===== src/rtl/qcm_meas_pkg.sv =====
// Shared defaults and state encoding for the RF period-measurement path.
package qcm_meas_pkg;

  localparam int unsigned M_DEF          = 50;
  localparam int unsigned CNT_W_DEF      = 14;
  localparam int unsigned SIG_W_DEF      = 7;
  localparam int unsigned MIN_CHANGE_DEF = 2;

  typedef enum logic [1:0] {
    ST_IDLE  = 2'd0,
    ST_ARM   = 2'd1,
    ST_COUNT = 2'd2
  } meas_state_e;

endpackage


===== src/rtl/sig_sync_edge.sv =====
// Two-flop synchronizer for an asynchronous input followed by a registered
// rising-edge pulse; the pulse appears 3 clk cycles after the input rises.
module sig_sync_edge (
  input  logic clk,
  input  logic reset,
  input  logic sig_in,
  output logic sig_edge
);

  logic meta_q, meta_d;
  logic sync_q, sync_d;
  logic sync_dly_q, sync_dly_d;
  logic edge_q, edge_d;

  always_comb begin
    meta_d     = sig_in;
    sync_d     = meta_q;
    sync_dly_d = sync_q;
    edge_d     = sync_q & ~sync_dly_q;
  end

  always_ff @(posedge clk or posedge reset) begin
    if (reset) begin
      meta_q     <= 1'b0;
      sync_q     <= 1'b0;
      sync_dly_q <= 1'b0;
      edge_q     <= 1'b0;
    end else begin
      meta_q     <= meta_d;
      sync_q     <= sync_d;
      sync_dly_q <= sync_dly_d;
      edge_q     <= edge_d;
    end
  end

  assign sig_edge = edge_q;

endmodule


===== src/rtl/period_meas_ctrl.sv =====
// Counts clk cycles across M consecutive sig periods, filters small changes
// in the result and flags loss of signal when the count ceiling is reached.
module period_meas_ctrl
  import qcm_meas_pkg::*;
#(
  parameter int unsigned M          = M_DEF,
  parameter int unsigned CNT_W      = CNT_W_DEF,
  parameter int unsigned SIG_W      = SIG_W_DEF,
  parameter int unsigned MIN_CHANGE = MIN_CHANGE_DEF
) (
  input  logic              clk,
  input  logic              reset,
  input  logic              en,
  input  logic              sig,
  output logic [CNT_W-1:0]  n_clk_out,
  output logic              upd,
  output logic              meas_valid,
  output logic [CNT_W-1:0]  n_clk_raw,
  output logic              timeout,
  output logic              busy,
  output meas_state_e       state_dbg
);

  // Strobes carry no back-pressure: meas_valid marks a new n_clk_raw for
  // exactly one cycle, and upd (only ever alongside meas_valid) marks a new
  // n_clk_out. Consumers must take the values in that cycle.

  // Last counter value that can still complete a window without overflow.
  localparam logic [CNT_W-1:0] CNT_LAST = {{(CNT_W-1){1'b1}}, 1'b0};

  meas_state_e      state_q, state_d;
  logic [CNT_W-1:0] clk_cnt_q, clk_cnt_d;
  logic [SIG_W-1:0] edge_cnt_q, edge_cnt_d;
  logic [CNT_W-1:0] raw_q, raw_d;
  logic [CNT_W-1:0] out_q, out_d;
  logic             has_upd_q, has_upd_d;
  logic             timeout_q, timeout_d;
  logic             upd_q, upd_d;
  logic             meas_valid_q, meas_valid_d;

  logic             edge_pulse;
  logic [CNT_W-1:0] cnt_inc;
  logic [CNT_W-1:0] delta;
  logic             big_change;
  logic             terminal;

  sig_sync_edge u_sig_sync (
    .clk      (clk),
    .reset    (reset),
    .sig_in   (sig),
    .sig_edge (edge_pulse)
  );

  // Distance to the last published value, ordered first so it never wraps.
  always_comb begin
    cnt_inc = clk_cnt_q + CNT_W'(1);
    if (cnt_inc >= out_q) begin
      delta = cnt_inc - out_q;
    end else begin
      delta = out_q - cnt_inc;
    end
    big_change = delta > CNT_W'(MIN_CHANGE);
    terminal   = edge_pulse && (edge_cnt_q == SIG_W'(M - 1));
  end

  always_comb begin
    state_d      = state_q;
    clk_cnt_d    = clk_cnt_q;
    edge_cnt_d   = edge_cnt_q;
    raw_d        = raw_q;
    out_d        = out_q;
    has_upd_d    = has_upd_q;
    timeout_d    = timeout_q;
    upd_d        = 1'b0;
    meas_valid_d = 1'b0;
    if (!en) begin
      state_d    = ST_IDLE;
      clk_cnt_d  = '0;
      edge_cnt_d = '0;
    end else begin
      case (state_q)
        ST_IDLE: begin
          clk_cnt_d  = '0;
          edge_cnt_d = '0;
          state_d    = ST_ARM;
        end
        ST_ARM: begin
          if (edge_pulse) begin
            clk_cnt_d  = '0;
            edge_cnt_d = '0;
            state_d    = ST_COUNT;
          end
        end
        ST_COUNT: begin
          clk_cnt_d = cnt_inc;
          if (edge_pulse) begin
            edge_cnt_d = edge_cnt_q + SIG_W'(1);
          end
          // The terminating edge also opens the next window, so both
          // counters restart without leaving COUNT.
          if (terminal) begin
            raw_d        = cnt_inc;
            meas_valid_d = 1'b1;
            timeout_d    = 1'b0;
            clk_cnt_d    = '0;
            edge_cnt_d   = '0;
            if (!has_upd_q || big_change) begin
              out_d     = cnt_inc;
              has_upd_d = 1'b1;
              upd_d     = 1'b1;
            end
          end else if (clk_cnt_q == CNT_LAST) begin
            timeout_d  = 1'b1;
            clk_cnt_d  = '0;
            edge_cnt_d = '0;
            state_d    = ST_ARM;
          end
        end
        default: begin
          state_d = ST_IDLE;
        end
      endcase
    end
  end

  always_ff @(posedge clk or posedge reset) begin
    if (reset) begin
      state_q      <= ST_IDLE;
      clk_cnt_q    <= '0;
      edge_cnt_q   <= '0;
      raw_q        <= '0;
      out_q        <= '0;
      has_upd_q    <= 1'b0;
      timeout_q    <= 1'b0;
      upd_q        <= 1'b0;
      meas_valid_q <= 1'b0;
    end else begin
      state_q      <= state_d;
      clk_cnt_q    <= clk_cnt_d;
      edge_cnt_q   <= edge_cnt_d;
      raw_q        <= raw_d;
      out_q        <= out_d;
      has_upd_q    <= has_upd_d;
      timeout_q    <= timeout_d;
      upd_q        <= upd_d;
      meas_valid_q <= meas_valid_d;
    end
  end

  assign n_clk_out  = out_q;
  assign n_clk_raw  = raw_q;
  assign upd        = upd_q;
  assign meas_valid = meas_valid_q;
  assign timeout    = timeout_q;
  assign busy       = (state_q != ST_IDLE);
  assign state_dbg  = state_q;

endmodule


===== config.mk =====
export PLATFORM = sky130hd
export DESIGN_NAME = period_meas_ctrl
export DESIGN_NICKNAME = d
export VERILOG_FILES = /design/src/rtl/qcm_meas_pkg.sv /design/src/rtl/sig_sync_edge.sv /design/src/rtl/period_meas_ctrl.sv
export SDC_FILE = /design/constraint.sdc
export NUM_CORES = 1
export LEC_CHECK = 0
export BUFFER_PORTS_ARGS = -buffer_cell sky130_fd_sc_hd__buf_2
export CORE_MARGIN = 2
export CORE_UTILIZATION = 59
export DETAILED_ROUTE_END_ITERATION = 6
export PLACE_DENSITY = 0.79
export SYNTH_ARGS = -nofsm -noshare
export SYNTH_HDL_FRONTEND = slang
export SYNTH_SLANG_ARGS = --single-unit

===== constraint.sdc =====
create_clock -name clk -period 12.4 [get_ports clk]
set_input_delay 0.62 -clock clk [delete_from_list [all_inputs] [get_ports clk]]
set_output_delay 0.62 -clock clk [all_outputs]
set_load 0.02 [all_outputs]

==> summary.txt, run 1 <==
Cells and area
  – P&R area growth vs syn: 10.6%
  – ANT cells: 0
  – Finished Core Util: 68.4%
  – Non-Filler Instances: 563
  – Final nets: 514
  – Layout cells sized above 1: 14.2%
  – Most frequent cells in the layout: dfrtp_1, nor2_1, nand2_1
  – Commonest non-fill, non-tap cell in the layout: dfrtp_1

Yosys
  – Synth warnings: 0
  – Library cells used by synthesis: 57
  – Flops & latches, synth: 59
  – Seq/Total Area, Yosys: 37.2%
  – Share of the synthesized area in the top cell type: 37.2%
  – Ys flop type: dfrtp_1
  – Synthesized Nets: 483
  – Largest area contributor in the netlist: dfrtp_1
  – Post-synth EDFFs: 0
  – Syn Std Cell Area: 3970 sq um
  – Largest cells by area after synthesis: dfrtp_1, ha_1, mux2i_1
  – Syn Area/Cell: 8.83 sq um
  – Post-Synthesis Cells: 450
  – Asr flop ratio synth: 100%

Pwr
  – Worst VDD drop: 0.0000772 V
  – Pleak: 2.24 nW
  – Pwr dens: 91.1 nW/um^2

Clocking
  – CTS root buf: clkbuf_8
  – Bufs on Longest Clock Path: 2
  – CTS tree: built
  – H-tree Lvls: 3
  – Post-CTS setup buffers: 0
  – Post-CTS Resized: 0
  – Clock sinks: 59
  – Worst-path clk slew: 0.07 ns
  – # hold bufs at CTS: 0
  – CTS buffer count: 9
  – Later-pin clock latency in the skew report: 0.34 ns

Place
  – GPL Wtd Cong: 0.943
  – Post-DP HPWL: 6810 microns
  – Port bufs: 37
  – Placed insts: 547

Timing
  – Fin crit period: 5.36 ns
  – Hold Vio Cnt, Final: 0
  – Slew HR: 27.2%
  – Unrepaired setup endpoints after global routing: false
  – Slew @ Worst Pin: 1.09 ns
  – Final setup fails: 0
  – Hold_ws: 0.362 ns
  – Final Cycle Share: 43.3%
  – Max Clk Rate: 186 MHz
  – Clk_skew: 0.00705 ns
  – Setup TNS: 0 ns
  – Pins Over Slew Limit: 0

Die
  – Core Region: 6420 sq um
  – Die height: 86.1 microns
  – I/O pin total: 38
  – Starting Density: 61.9%
  – Site Rows: 29
  – Die X: 86.1 microns
  – Area of the die: 7410 sq um

Worst setup path
  – CP arrival: 5.62 ns
  – Critical path peak fanout: 19
  – Worst Setup End Kind: flip-flop
  – WP data required: 12.65 ns
  – CP Launch Type: flip-flop
  – Setup CP Type: flip-flop to flip-flop

GRT
  – GRT Overall Usage: 27.4%
  – Vias in the first global route: 3340
  – Congestion Overflow GR: 0
  – Initial antenna violation count: 0
  – Largest net degree at the start of global routing: 60
  – First-pass GRT wire length: 15900 microns

Min path
  – Hold Crit Class: flip-flop to flip-flop

Routing
  – Final wirelength: 9350 microns
  – DR pass1 iterations: 4
  – Residual DRC: 0
  – DR iter-0 viols: 247
  – Routed wire length per instance: 16.6 microns
  – ANT nets after route: 0
  – Vias: 3424
  – Via/cell ratio: 6.08

Job
  – Maxcap violations: 0

Run status
  – Status: complete, no violations
-- cell type report --
type | instances | area, sq um
tap | 77 | 96.3
timing repair buffer | 40 | 208
multi-input combinational | 336 | 2260
fill | 516 | 2030
clock inverter | 6 | 90.1
inverter | 35 | 131
clock buffer | 10 | 128
sequential | 59 | 1480
-- per-stage QoR --
| stage | setup slack (ns) | cell area, sq um | power [mW] |
|---|---|---|---|
| 4_1_cts | 7.06 | 4390 | 0.401 |
| 5_1_grt | 6.61 | 4390 | 0.411 |
| 6_report | 7.04 | 4390 | 0.400 |
| 3_5_place_dp | 7.12 | 4180 | 0.210 |
| 2_1_floorplan | 7.80 | 3970 | 0.206 |
| 3_3_place_gp | 7.25 | 4180 | 0.210 |
-- power breakdown --
part | switching, mW | total [mW] | internal (mW) | leakage (nW)
logic | 0.00838 | 0.0113 | 0.00289 | 1.39
clock network | 0.0801 | 0.194 | 0.113 | 0.106
registers | 0.00161 | 0.195 | 0.194 | 0.741
-- state kept, by name, summed over array words and instances (netlist names) --
| register | count |
|---|---|
| clk_cnt_q | 14 |
| edge_cnt_q | 7 |
| has_upd_q | 1 |
| meas_valid | 1 |
| n_clk_out | 14 |
| n_clk_raw | 14 |
| state_dbg | 2 |
| timeout | 1 |
| u_sig_sync.meta_q | 1 |
| u_sig_sync.sig_edge | 1 |
| u_sig_sync.sync_dly_d | 1 |
| u_sig_sync.sync_dly_q | 1 |
| upd | 1 |
-- critical path, stage by stage (launching register included) --
cell and delay (ns):
dfrtp_1 0.51, nand4_2 0.24, nor3_1 0.49, and3_1 0.25, xnor2_1 0.26, inv_1 0.09, ha_1 0.34, nand2_1 0.20
o21ai_0 0.17, a41oi_1 0.35, o311ai_4 0.37, a2111oi_0 0.71, mux2i_1 0.26, nand4_1 0.16, o41ai_4 0.29, buf_4 0.33
mux2i_1 0.25
-- cells by family (layout without fill, tap and decap cells) --
logic type | after synthesis | after routing | synth area share [%]
AO/OA/AOI/OAI | 112 | 112 | 18.4
XOR/XNOR | 21 | 21 | 4.63
adder cells (fa/ha/maj) | 29 | 29 | 9.51
buffers and inverters | 55 | 91 | 5.98
flip-flops | 59 | 59 | 37.2
multiplexers | 26 | 26 | 6.58
AND/OR/NAND/NOR | 148 | 148 | 17.7
-- Yosys cell counts (3+ instances only) --
| library cell | number |
|---|---|
| ha_1 | 27 |
| nand4_1 | 6 |
| nand2_1 | 46 |
| and3_1 | 3 |
| buf_6 | 3 |
| a21o_1 | 6 |
| nor2b_1 | 5 |
| dfrtp_1 | 59 |
| clkbuf_1 | 12 |
| o31ai_1 | 4 |
| mux2i_1 | 25 |
| or3_1 | 3 |
| a21oi_1 | 32 |
| xor2_1 | 9 |
| a31oi_1 | 4 |
| nor3_1 | 8 |
| buf_2 | 4 |
| o21ai_0 | 39 |
| nor2_1 | 46 |
| nand3_1 | 8 |
| nand2b_1 | 8 |
| xnor2_1 | 12 |
| inv_1 | 35 |
-- worst paths after layout --
kind	from	slack, ns	endpoint	depth (start not counted)
worst min register to register	u_sig_sync.meta_q	0.36	u_sig_sync.sync_dly_d	0
worst min-delay path	u_sig_sync.meta_q	0.36	u_sig_sync.sync_dly_d	0
worst max-delay path	clk_cnt_q[0]	7.04	n_clk_out[4]	16
max in group asynchronous	reset	11.42	n_clk_out[5]	3
min in group asynchronous	reset	0.49	n_clk_raw[13]	3
worst max register to register	clk_cnt_q[0]	7.04	n_clk_out[4]	16
-- layer usage --
layer	share of wire, %	wire, microns	track usage [%]	vias up
met5	0	0	0	-
met4	2.2	210	9.96	0
met3	3.6	340	4.72	19
met2	51	4730	46.7	82
met1	44	4070	35.1	1688
li1	-	-	-	1635
Power figures use the tool's default switching activity.
==> run 2: changes to the inputs <==
--- a/config.mk
+++ b/config.mk
@@ -7,9 +7,9 @@
 export LEC_CHECK = 0
 export BUFFER_PORTS_ARGS = -buffer_cell sky130_fd_sc_hd__buf_2
 export CORE_MARGIN = 2
-export CORE_UTILIZATION = 59
+export CORE_UTILIZATION = 54
 export DETAILED_ROUTE_END_ITERATION = 6
-export PLACE_DENSITY = 0.79
+export PLACE_DENSITY = 0.77
 export SYNTH_ARGS = -nofsm -noshare
 export SYNTH_HDL_FRONTEND = slang
 export SYNTH_SLANG_ARGS = --single-unit
==> constraint.sdc (replaced) <==
create_clock -name clk -period 4.5 [get_ports clk]
set_input_delay 0.225 -clock clk [delete_from_list [all_inputs] [get_ports clk]]
set_output_delay 0.225 -clock clk [all_outputs]
set_load 0.02 [all_outputs]
==> run 2 against run 1 <==
Core utilization shrank 0.59 points. Critical path depth grew 2. Clock-buffer cell count up 2. Routed wire length is 6.4% higher. Fmax grew 23%. Clock power rose to 2.9 times the previous value. Critical path type unchanged.
==> summary.txt, run 2 (synthesis gave the netlist of run 1 again) <==
Timing
  – Fin crit period: 4.35 ns (was 5.36 ns)
  – Hold_ws: 0.0905 ns (was 0.362 ns)
  – Final setup fails: 0 (unchanged)
  – Pins Over Slew Limit: 0 (unchanged)
  – Final Cycle Share: 96.6% (was 43.3%)
  – Clk_skew: 0.0101 ns (was 0.00705 ns)
  – Hold Vio Cnt, Final: 0 (unchanged)
  – Max Clk Rate: 230 MHz (was 186 MHz)
  – Slew HR: 30.3% (was 27.2%)
  – Fin worst setup slack: 0.152 ns (was 7.04 ns)
  – Slew @ Worst Pin: 1.05 ns (was 1.09 ns)

Pwr
  – Worst VDD drop: 0.000212 V (was 0.0000772 V)
  – Tot Pwr: 1.12 mW (was 0.400 mW)
  – Reg power frac: 47.8% (was 48.8%)
  – Switching portion of total power: 21.4% (was 22.5%)
  – Pwr dens: 231 nW/um^2 (was 91.1 nW/um^2)
  – Clock power share: 49.3% (was 48.4%)
  – Comb power frac: 2.9% (was 2.8%)
  – Pleak: 2.46 nW (was 2.24 nW)
  – Total net switching power: 0.241 mW (was 0.0901 mW)
  – Internal cell power: 0.884 mW (was 0.310 mW)

GRT
  – Largest net degree at the start of global routing: 60 (unchanged)
  – Congestion Overflow GR: 0 (unchanged)
  – First-pass GRT wire length: 16400 microns (was 15900 microns)
  – GRT Overall Usage: 24.8% (was 27.4%)
  – Initial antenna violation count: 0 (unchanged)
  – Vias in the first global route: 3509 (was 3340)

Cells and area
  – Filler cells: 579 (was 516)
  – Layout cells sized above 1: 24.0% (was 14.2%)
  – Design area: 4870 sq um (was 4390 sq um)
  – Final nets: 553 (was 514)
  – Commonest non-fill, non-tap cell in the layout: dfrtp_1 (unchanged)
  – Most frequent cells in the layout: dfrtp_1, nand2_1, nor2_1 (was dfrtp_1, nor2_1, nand2_1)
  – ANT cells: 0 (unchanged)
  – P&R area growth vs syn: 22.5% (was 10.6%)

Worst setup path
  – Setup CP Type: flip-flop to flip-flop (unchanged)
  – Worst Setup End Kind: flip-flop (unchanged)
  – WP data required: 4.75 ns (was 12.65 ns)
  – RR Endpoint: n_clk_out[2] (was n_clk_out[4])
  – Reg2reg path depth: 18 (was 16)
  – CP Launch Type: flip-flop (unchanged)
  – Critical path peak fanout: 10 (was 19)
  – Worst r2r src: clk_cnt_q[8] (was clk_cnt_q[0])
  – R2R Setup Slk: 0.15 ns (was 7.04 ns)
  – CP arrival: 4.60 ns (was 5.62 ns)

Place
  – Port bufs: 37 (unchanged)
  – Cell Area, Placed: 4420 sq um (was 4180 sq um)
  – Setup Slack @ Placement: -0.154 ns (was 7.12 ns)
  – GPL Wtd Cong: 0.910 (was 0.943)
  – Post-DP HPWL: 7110 microns (was 6810 microns)

Clocking
  – Clock sinks: 59 (unchanged)
  – CTS buffer count: 9 (unchanged)
  – CTS tree: built (unchanged)
  – Later-pin clock latency in the skew report: 0.34 ns (about the same)
  – H-tree Lvls: 3 (unchanged)
  – Bufs on Longest Clock Path: 2 (unchanged)
  – Worst-path clk slew: 0.07 ns (about the same)
  – CTS root buf: clkbuf_8 (unchanged)

Die
  – Die X: 89.8 microns (was 86.1 microns)
  – Site Rows: 31 (was 29)
  – Die height: 89.8 microns (was 86.1 microns)
  – Core Region: 7180 sq um (was 6420 sq um)
  – I/O pin total: 38 (unchanged)
  – Starting Density: 55.4% (was 61.9%)
  – Area of the die: 8060 sq um (was 7410 sq um)

Min path
  – Hold Crit Class: primary input to async pin (was flip-flop to flip-flop)

Routing
  – ANT nets after route: 0 (unchanged)
  – Residual DRC: 0 (unchanged)
  – Final wirelength: 9950 microns (was 9350 microns)
  – Via/cell ratio: 5.62 (was 6.08)
  – Vias: 3506 (was 3424)
  – DR iter-0 viols: 195 (was 247)
  – Routed wire length per instance: 15.9 microns (was 16.6 microns)
  – DR pass1 iterations: 4 (unchanged)

Run status
  – Status: complete, no violations (unchanged)

Job
  – Maxcap violations: 0 (unchanged)
[run 2: routing by layer]
metal	track usage [%]	vias to the layer above	share of wire (%)
met4	10.3	0	1.6
met5	0	-	0
met2	41.9	101	49
met3	3.77	13	4.4
li1	-	1710	-
met1	32.2	1682	45
[run 2: worst max-delay path, cell delays in order (launching register included)]
cell       delay [ns]
dfrtp_1          0.42
nand4_1          0.20
or3_4            0.39
nor2_2           0.16
xnor2_2          0.14
inv_1            0.09
ha_1             0.31
nand2_2          0.14
o21ai_0          0.15
a41oi_2          0.26
o311ai_4         0.17
buf_4            0.23
a2111oi_4        0.37
mux2i_1          0.23
nand4_1          0.15
o41ai_4          0.31
buf_4            0.19
buf_6            0.14
mux2i_1          0.20
[run 2: power by group through the flow]
stage / clock network (mW) / logic, mW / registers, mW
detailed placement: 0 / 0.0320 / 0.548
floorplan: 0 / 0.0215 / 0.547
global placement: 0 / 0.0314 / 0.547
CTS: 0.562 / 0.0329 / 0.538
global route: 0.588 / 0.0369 / 0.538
finish: 0.555 / 0.0321 / 0.538
[run 2: repair_timing]
action                     in CTS  in global routing
setup endpoints to repair      16                 16
pin swaps                       0                  5
buffers inserted                0                  8
gates cloned                    0                  1
hold buffers                    1                  0
hold endpoints to repair        1                  0
gates resized for setup         3                 28
[run 2: cell type report]
| class | instances | area (sq um) | area share [%] |
|---|---|---|---|
| Multi-Input combinational cell | 336 | 2380 | 49.0 |
| Sequential cell | 59 | 1480 | 30.5 |
| Timing Repair Buffer | 79 | 518 | 10.6 |
| Clock buffer | 12 | 155 | 3.19 |
| Inverter | 35 | 131 | 2.70 |
| Tap cell | 99 | 124 | 2.55 |
| Clock inverter | 4 | 72.6 | 1.49 |
[run 2: stage by stage]
step                setup TNS (ns)  utilization (%)  instances
floorplan                        0                -        450
global placement                 0             61.6        598
detailed placement           -1.47             61.6        598
CTS                              0             65.2        615
global route                 -1.22             67.8        624
finish                           0             67.8        624
[run 2: how the worst max path moves through the flow]
stage | from | to | slack (ns)
floorplan | clk_cnt_q[0] | n_clk_out[1] | 0.009
global placement | clk_cnt_q[6] | n_clk_out[0] | 0.1
detailed placement | clk_cnt_q[2] | n_clk_out[2] | -0.15
CTS | clk_cnt_q[2] | n_clk_out[2] | 0.05
global route | clk_cnt_q[8] | n_clk_out[2] | -0.12
finish | clk_cnt_q[8] | n_clk_out[2] | 0.15
